===== src/rtl/axi_mem_arbiter.sv =====
// Single-outstanding AXI arbiter: shares one master port between the IFU (reads)
// and the LSU (reads/writes) with round-robin selection and single-beat transfers.
module axi_mem_arbiter #(
  parameter int ADDR_W    = 64,
  parameter int DATA_W    = 64,
  parameter bit LSU_FIRST = 1'b1
) (
  input  logic                clk,
  input  logic                rst_n,
  // IFU read port
  input  logic [ADDR_W-1:0]   ifu_AR_ADDR,
  input  logic                ifu_AR_VALID,
  output logic                ifu_AR_READY,
  output logic [DATA_W-1:0]   ifu_R_DATA,
  output logic                ifu_R_VALID,
  input  logic                ifu_R_READY,
  // LSU read/write port
  input  logic [ADDR_W-1:0]   lsu_AW_ADDR,
  input  logic                lsu_AW_VALID,
  output logic                lsu_AW_READY,
  input  logic [DATA_W-1:0]   lsu_W_DATA,
  input  logic [DATA_W/8-1:0] lsu_W_STRB,
  input  logic                lsu_W_VALID,
  output logic                lsu_W_READY,
  output logic                lsu_B_VALID,
  input  logic                lsu_B_READY,
  input  logic [ADDR_W-1:0]   lsu_AR_ADDR,
  input  logic                lsu_AR_VALID,
  output logic                lsu_AR_READY,
  output logic [DATA_W-1:0]   lsu_R_DATA,
  output logic                lsu_R_VALID,
  input  logic                lsu_R_READY,
  // Slave-side port
  output logic [ADDR_W-1:0]   axi_AW_ADDR,
  output logic                axi_AW_VALID,
  input  logic                axi_AW_READY,
  output logic [DATA_W-1:0]   axi_W_DATA,
  output logic [DATA_W/8-1:0] axi_W_STRB,
  output logic                axi_W_VALID,
  input  logic                axi_W_READY,
  input  logic                axi_B_VALID,
  output logic                axi_B_READY,
  output logic [ADDR_W-1:0]   axi_AR_ADDR,
  output logic                axi_AR_VALID,
  input  logic                axi_AR_READY,
  input  logic [DATA_W-1:0]   axi_R_DATA,
  input  logic                axi_R_VALID,
  output logic                axi_R_READY,
  // Status
  output logic                arb_busy,
  output logic [1:0]          arb_gnt
);

  localparam logic [1:0] IDLE   = 2'd0;
  localparam logic [1:0] RD_IFU = 2'd1;
  localparam logic [1:0] RD_LSU = 2'd2;
  localparam logic [1:0] WR_LSU = 2'd3;

  logic [1:0] state_q, state_d;
  logic       last_lsu_q, last_lsu_d;
  logic       ar_done_q, ar_done_d;
  logic       aw_done_q, aw_done_d;
  logic       w_done_q, w_done_d;

  logic lsu_req, ifu_req, wr_both_done;

  assign lsu_req      = lsu_AW_VALID | lsu_AR_VALID;
  assign ifu_req      = ifu_AR_VALID;
  assign wr_both_done = aw_done_q & w_done_q;

  // NOTE: sequential state uses non-blocking assignments so every register samples
  // pre-edge values; blocking here would create order-dependent simulation races.
  always_ff @(posedge clk or negedge rst_n) begin
    if (!rst_n) begin
      state_q    <= IDLE;
      last_lsu_q <= ~LSU_FIRST;
      ar_done_q  <= 1'b0;
      aw_done_q  <= 1'b0;
      w_done_q   <= 1'b0;
    end else begin
      state_q    <= state_d;
      last_lsu_q <= last_lsu_d;
      ar_done_q  <= ar_done_d;
      aw_done_q  <= aw_done_d;
      w_done_q   <= w_done_d;
    end
  end

  // Grant is decided only in IDLE and registered, so requests never reach the slave
  // in the same cycle they are raised.
  always_comb begin
    // NOTE: every variable gets a default before the case, otherwise paths that do
    // not assign it would infer a latch.
    state_d    = state_q;
    last_lsu_d = last_lsu_q;
    ar_done_d  = ar_done_q;
    aw_done_d  = aw_done_q;
    w_done_d   = w_done_q;
    case (state_q)
      IDLE: begin
        ar_done_d = 1'b0;
        aw_done_d = 1'b0;
        w_done_d  = 1'b0;
        if (lsu_req && (!ifu_req || !last_lsu_q)) begin
          state_d    = lsu_AW_VALID ? WR_LSU : RD_LSU;
          last_lsu_d = 1'b1;
        end else if (ifu_req) begin
          state_d    = RD_IFU;
          last_lsu_d = 1'b0;
        end
      end
      RD_IFU, RD_LSU: begin
        if (axi_AR_VALID && axi_AR_READY) ar_done_d = 1'b1;
        if (axi_R_VALID && axi_R_READY)   state_d   = IDLE;
      end
      WR_LSU: begin
        if (axi_AW_VALID && axi_AW_READY) aw_done_d = 1'b1;
        if (axi_W_VALID && axi_W_READY)   w_done_d  = 1'b1;
        if (axi_B_VALID && axi_B_READY)   state_d   = IDLE;
      end
      default: state_d = IDLE;
    endcase
  end

  // Owner's channels pass straight through; everything else is held at zero.
  always_comb begin
    ifu_AR_READY = 1'b0;
    ifu_R_DATA   = '0;
    ifu_R_VALID  = 1'b0;
    lsu_AW_READY = 1'b0;
    lsu_W_READY  = 1'b0;
    lsu_B_VALID  = 1'b0;
    lsu_AR_READY = 1'b0;
    lsu_R_DATA   = '0;
    lsu_R_VALID  = 1'b0;
    axi_AW_ADDR  = '0;
    axi_AW_VALID = 1'b0;
    axi_W_DATA   = '0;
    axi_W_STRB   = '0;
    axi_W_VALID  = 1'b0;
    axi_B_READY  = 1'b0;
    axi_AR_ADDR  = '0;
    axi_AR_VALID = 1'b0;
    axi_R_READY  = 1'b0;
    arb_gnt      = 2'b00;
    case (state_q)
      RD_IFU: begin
        axi_AR_ADDR  = ifu_AR_ADDR;
        axi_AR_VALID = ifu_AR_VALID & ~ar_done_q;
        ifu_AR_READY = axi_AR_READY & ~ar_done_q;
        ifu_R_DATA   = axi_R_DATA;
        ifu_R_VALID  = axi_R_VALID;
        axi_R_READY  = ifu_R_READY;
        arb_gnt      = 2'b01;
      end
      RD_LSU: begin
        axi_AR_ADDR  = lsu_AR_ADDR;
        axi_AR_VALID = lsu_AR_VALID & ~ar_done_q;
        lsu_AR_READY = axi_AR_READY & ~ar_done_q;
        lsu_R_DATA   = axi_R_DATA;
        lsu_R_VALID  = axi_R_VALID;
        axi_R_READY  = lsu_R_READY;
        arb_gnt      = 2'b10;
      end
      WR_LSU: begin
        axi_AW_ADDR  = lsu_AW_ADDR;
        axi_AW_VALID = lsu_AW_VALID & ~aw_done_q;
        lsu_AW_READY = axi_AW_READY & ~aw_done_q;
        axi_W_DATA   = lsu_W_DATA;
        axi_W_STRB   = lsu_W_STRB;
        axi_W_VALID  = lsu_W_VALID & ~w_done_q;
        lsu_W_READY  = axi_W_READY & ~w_done_q;
        // A response before both halves are accepted is a slave error and is dropped.
        lsu_B_VALID  = axi_B_VALID & wr_both_done;
        axi_B_READY  = lsu_B_READY & wr_both_done;
        arb_gnt      = 2'b10;
      end
      default: ;
    endcase
  end

  assign arb_busy = (state_q != IDLE);

endmodule


===== config.mk =====
export PLATFORM = sky130hd
export DESIGN_NAME = axi_mem_arbiter
export DESIGN_NICKNAME = d
export VERILOG_FILES = /design/src/rtl/axi_mem_arbiter.sv
export SDC_FILE = /design/constraint.sdc
export NUM_CORES = 1
export LEC_CHECK = 0
export CAP_MARGIN = 40
export CORE_AREA = 8 8 257 259
export CTS_CLUSTER_SIZE = 28
export DETAILED_ROUTE_END_ITERATION = 6
export DIE_AREA = 0 0 265 267
export DONT_BUFFER_PORTS = 1
export PLACE_DENSITY_LB_ADDON = 0.15
export REMOVE_ABC_BUFFERS = 1
export SYNTH_ARGS = -nofsm -noshare
export SYNTH_HDL_FRONTEND = slang
export SYNTH_SLANG_ARGS = --single-unit
export TNS_END_PERCENT = 50

===== constraint.sdc =====
create_clock -name clk -period 4.2 [get_ports clk]
set_input_delay 0.84 -clock clk [delete_from_list [all_inputs] [get_ports clk]]
set_output_delay 0.84 -clock clk [all_outputs]
set_load 0.01 [all_outputs]

* After elaboration in Yosys (flattened, before gate mapping) *
Index checks and enable logic that the tools add are counted.

operators by class
  eq/ne operators = 9
  muxes and demuxes = 33
  bitwise logic cells = 14
  reduce and logical (&&, ||, !) cells = 21

operators by type and width
  operator                                              count
  2-to-1 mux 64 bit                                     4
  one-hot mux 64 bit (2 select lines)                   1
  2-to-1 mux 1 bit                                      16
  bitwise AND 1 bit                                     10
  != test 2 bit (second input constant)                 5
  one-hot mux 1 bit (2 select lines)                    5
  2-to-1 mux 2 bit                                      4
  2-to-1 mux 8 bit                                      1
  AND reduction 2 bit                                   4
  nonzero test 2 bit                                    4
  logical AND 1 bit                                     6
  one-hot mux 2 bit (3 select lines)                    1
  equality test 2 bit (second input constant)           2
  one-hot mux 2 bit (2 select lines)                    1
  OR reduction 2 bit                                    2
  != test 3 bit (second input constant)                 1
  inverter 1 bit                                        3
  AND reduction 3 bit                                   1
  equality test 2 x 1 -> 1 bit (second input constant)  1
  zero test 1 bit                                       2
  zero test 2 bit                                       1
  logical OR 1 bit                                      1
  OR 1 bit                                              1

storage, ports and cells
  register bits = 6
  input bits = 342
  output and inout bits = 343
  word-level logic and storage cells = 82

* Longest topological paths before layout *
  depth in word-level cells = 6
  gate-level depth with buffers = 7
  depth with buffers taken out = 6

* Worst setup path before layout *
OpenSTA, ideal clock, no wires.

  path type = flip-flop to output port
  from = reg state_q[0]
  to = out axi_AR_ADDR[16]
  arrival = 1.468 ns
  required time = 3.360 ns
  path slack = 1.892 ns
  cell stages (with the launch flop) = 6
  path buffers = 2
  path through = dfrtp_1 inv_1 ha_1 clkbuf_1 clkbuf_1 nor2b_1

on the way
  longest elaborated chain between the ends = 2
  elaborated cells on any way between the ends = 3
  classes of those cells = eq/ne (2); mux (1)

ends and longest elaborated chain
  what                                                                        line  text
  start, declared                                                             59    logic [1:0] state_q, state_d;
  start signal, assigned                                                      81    state_q <= state_d;
  equality test 2 bit / equality test 2 x 1 -> 1 bit (equally long branches)  146   case (state_q)
  one-hot mux 64 bit (2 select lines) *                                       146
  end, declared                                                               43    output logic [ADDR_W-1:0] axi_AR_ADDR,

Every way passes the cells marked *; elsewhere a longest branch is shown, timed or not.

* Worst setup path in the final report *
  from = reg state_q[0]
  to = out axi_AR_ADDR[26]

Same word-level chain as after synthesis.

==> results.py <==
metrics = {
    "grt": {
        "grt_start_max_net_pins": 73,
        "grt_usage": 0.07089,
        "gr-total-overflow": 0,
        "grt_pass1_vias": 3930,
        "antenna_found_initial": 33,
        "grt_pass1_wl_microns": 35690,
    },
    "detailed_routing": {
        "vias": 3750,
        "route.detailed.drc": 0,
        "via_per_inst": 2.955,
        "firstDrtPassIters": 4,
        "postRouteAntennaNets": 0,
        "routed_wl_microns": 28630,
        "drt-initial-drc-count": 144,
        "wl_per_cell_microns": 22.56,
    },
    "critical_path": {
        "worstSetupPathType": "register to output port",
        "ff2ff_path_depth": 6,
        "cp_data_required_time_ns": 3.36,
        "cp_slowest_cell": "ha_2",
        "arrival_ns": 2.21,
        "end_kind": "output port",
        "rr_startpoint": "state_q[0]",
        "crit_start": "state_q[0]",
        "startpoint_type": "register",
        "r2r_end": "state_q[0]",
        "crit_fanout": 20,
        "cpPeakStageDelay_ns": 0.61,
        "cp_cell_sequence": "inv_1 > ha_2 > buf_4 > a22oi_1 > nor2b_1",
        "r2r_slack_ns": 1.70,
    },
    "floorplan": {
        "die_h_microns": 267,
        "rows": 92,
        "die_area_sq_mm": 0.07076,
        "core-area_sq_mm": 0.06216,
        "boundaryPins": 685,
        "start_util": 0.05221,
        "fp.dieW_microns": 265,
    },
    "power": {
        "vdd_drop_max_mv": 0.2972,
        "p_leak_nw": 1.345,
        "powerDensity_mw_per_mm2": 558.7,
    },
    "finish": {
        "area_delta_synth_final_pct": 31.65,
        "final_cell_mix": "266 x and2_1, 65 x a22oi_1, 65 x nor2b_1",
        "final_common_cell": "and2_1",
        "drive_gt1_frac": 0.04329,
        "fin_cells": 1269,
        "finalNetCount": 813,
    },
    "yosys": {
        "async_flop_share": 1.000,
        "syn-instance-count": 499,
        "synth_edf_count": 0,
        "syn_area_per_cell_sq_um": 6.504,
        "synth_cell_type_count": 22,
        "synth_area_sq_mm": 0.003246,
        "yosys_warnings": 0,
        "synth_ff_type": "dfrtp_1",
        "synth_seq_cells": 6,
        "ys_seq_area_frac": 0.04626,
    },
    "hold_path": {
        "min_path_type": "input port to asynchronous set/reset pin",
    },
    "sta": {
        "finalCriticalPeriod_ns": 3.051,
        "fin_skew_ns": 0.003006,
        "drv_slew": 0,
        "max_freq_ghz": 0.3277,
        "worst_pin_slew_ns": 0.6367,
        "post-route-period-util": 0.7265,
        "relSlewSlack": 0.5755,
        "finalSetupTns_ns": 0,
        "rsz0062_at_grt": "no",
        "finalHoldViolCount": 0,
        "finalSetupViolCount": 0,
    },
    "clocking": {
        "clk_latency_ns": 0.24,
        "htree_levels": 1,
        "hold_buffers": 0,
        "cts_tree": "built",
        "cts_buffer_depth": 2,
        "root_buffer": "clkbuf_16",
        "clkSinkCount": 6,
        "cts_resized": 0,
        "path_clk_slew_ns": 0.04,
        "post_cts_buffers": 0,
        "cts_made_buffers": 3,
    },
    "job": {
        "cap_violations": 0,
    },
    "place": {
        "dp.final_hpwl_microns": 25950,
        "port_buffers": 0,
        "dp_cells": 1258,
        "gp_congestion": 0.8111,
    },
    "run_status": {
        "status": "completed",
    },
}
[routing by layer]
metal	track usage	part of all wire
met3	0.04237	0.15
met5	0	0.00045
met2	0.1456	0.55
met1	0.05666	0.28
met4	0.01204	0.019
[critical path: cells and delay by family (launching register included)]
kind            cells  cell delay [ns]
compound gates      1             0.10
simple gates        1             0.28
buf+inv             2             0.50
fa+ha+maj           1             0.61
flops               1             0.45
[cells in the mapped netlist (all sizes together) (2+ instances only)]
| library cell | n | share of area |
|---|---|---|
| and2 | 266 | 0.51 |
| a22oi | 65 | 0.15 |
| nor2b | 65 | 0.13 |
| clkbuf | 39 | 0.045 |
| buf | 12 | 0.019 |
| ha | 7 | 0.027 |
| and3b | 6 | 0.016 |
| dfrtp | 6 | 0.046 |
| nor2 | 6 | 0.0069 |
| inv | 5 | 0.0058 |
| nand2 | 5 | 0.0058 |
| a21oi | 4 | 0.0062 |
| mux2i | 3 | 0.0093 |
| and4 | 2 | 0.0054 |
| nand3b | 2 | 0.0046 |
| o21ai | 2 | 0.0031 |
[flip-flops by register name (all words and copies together), names as in the netlist]
signal      cells
last_lsu_q      1
aw_done_q       1
w_done_q        1
ar_done_q       1
state_q         2
[per-stage QoR]
step | power [W] | instance area, sq um | worst slack (ns) | util | hold WS (ns)
3_5_place_dp | 0.002306 | 4178 | 1.250 | 0.06721 | 0.4772
3_3_place_gp | 0.002315 | 4158 | 1.228 | 0.06689 | 0.4700
4_1_cts | 0.002488 | 4253 | 0.9951 | 0.06842 | 0.2872
6_report | 0.002387 | 4273 | 1.149 | 0.06874 | 0.3019
2_1_floorplan | 0.001663 | 3038 | 0.4656 | - | 0.4599
5_1_grt | 0.002633 | 4258 | 0.8958 | 0.06850 | 0.2877
[worst max-delay path by stage]
stage | endpoint | slack (ns) | depth (start not counted)
6_report | axi_AR_ADDR[26] | 1.15 | 5
5_1_grt | axi_R_READY | 0.90 | 4
4_1_cts | axi_R_READY | 1.0 | 4
3_5_place_dp | axi_R_READY | 1.25 | 4
3_3_place_gp | axi_R_READY | 1.23 | 4
2_1_floorplan | axi_R_READY | 0.47 | 4
[area by class of cell]
cell class	count	area, sq um
sequential	6	150.1
multi-input combinational	437	2902
fill	7319	57890
inverter	5	18.77
clock buffer	3	75.07
antenna	8	20.02
tap	799	999.7
timing repair buffer	11	107.6
[report_power, final]
group,total [W],switching [W],internal [W],leakage [nW]
Sequential,0.000105,0.0000268,0.0000778,0.0766
Clock,0.000164,0.0000412,0.000123,0.0370
Combinational,0.00212,0.00142,0.000694,1.23
[kinds of logic (layout without fill, tap and decap cells)]
logic type | Yosys count | count (layout) | share of synthesized area
AND/OR/NAND/NOR | 354 | 354 | 0.6827
AO/OA/AOI/OAI | 73 | 73 | 0.1650
buffers and inverters | 56 | 19 | 0.06978
flip-flops | 6 | 6 | 0.04626
adder cells (fa/ha/maj) | 7 | 7 | 0.02698
other | 0 | 8 | 0
multiplexers | 3 | 3 | 0.009252
No activity file was read; power rests on OpenSTA's default activity.
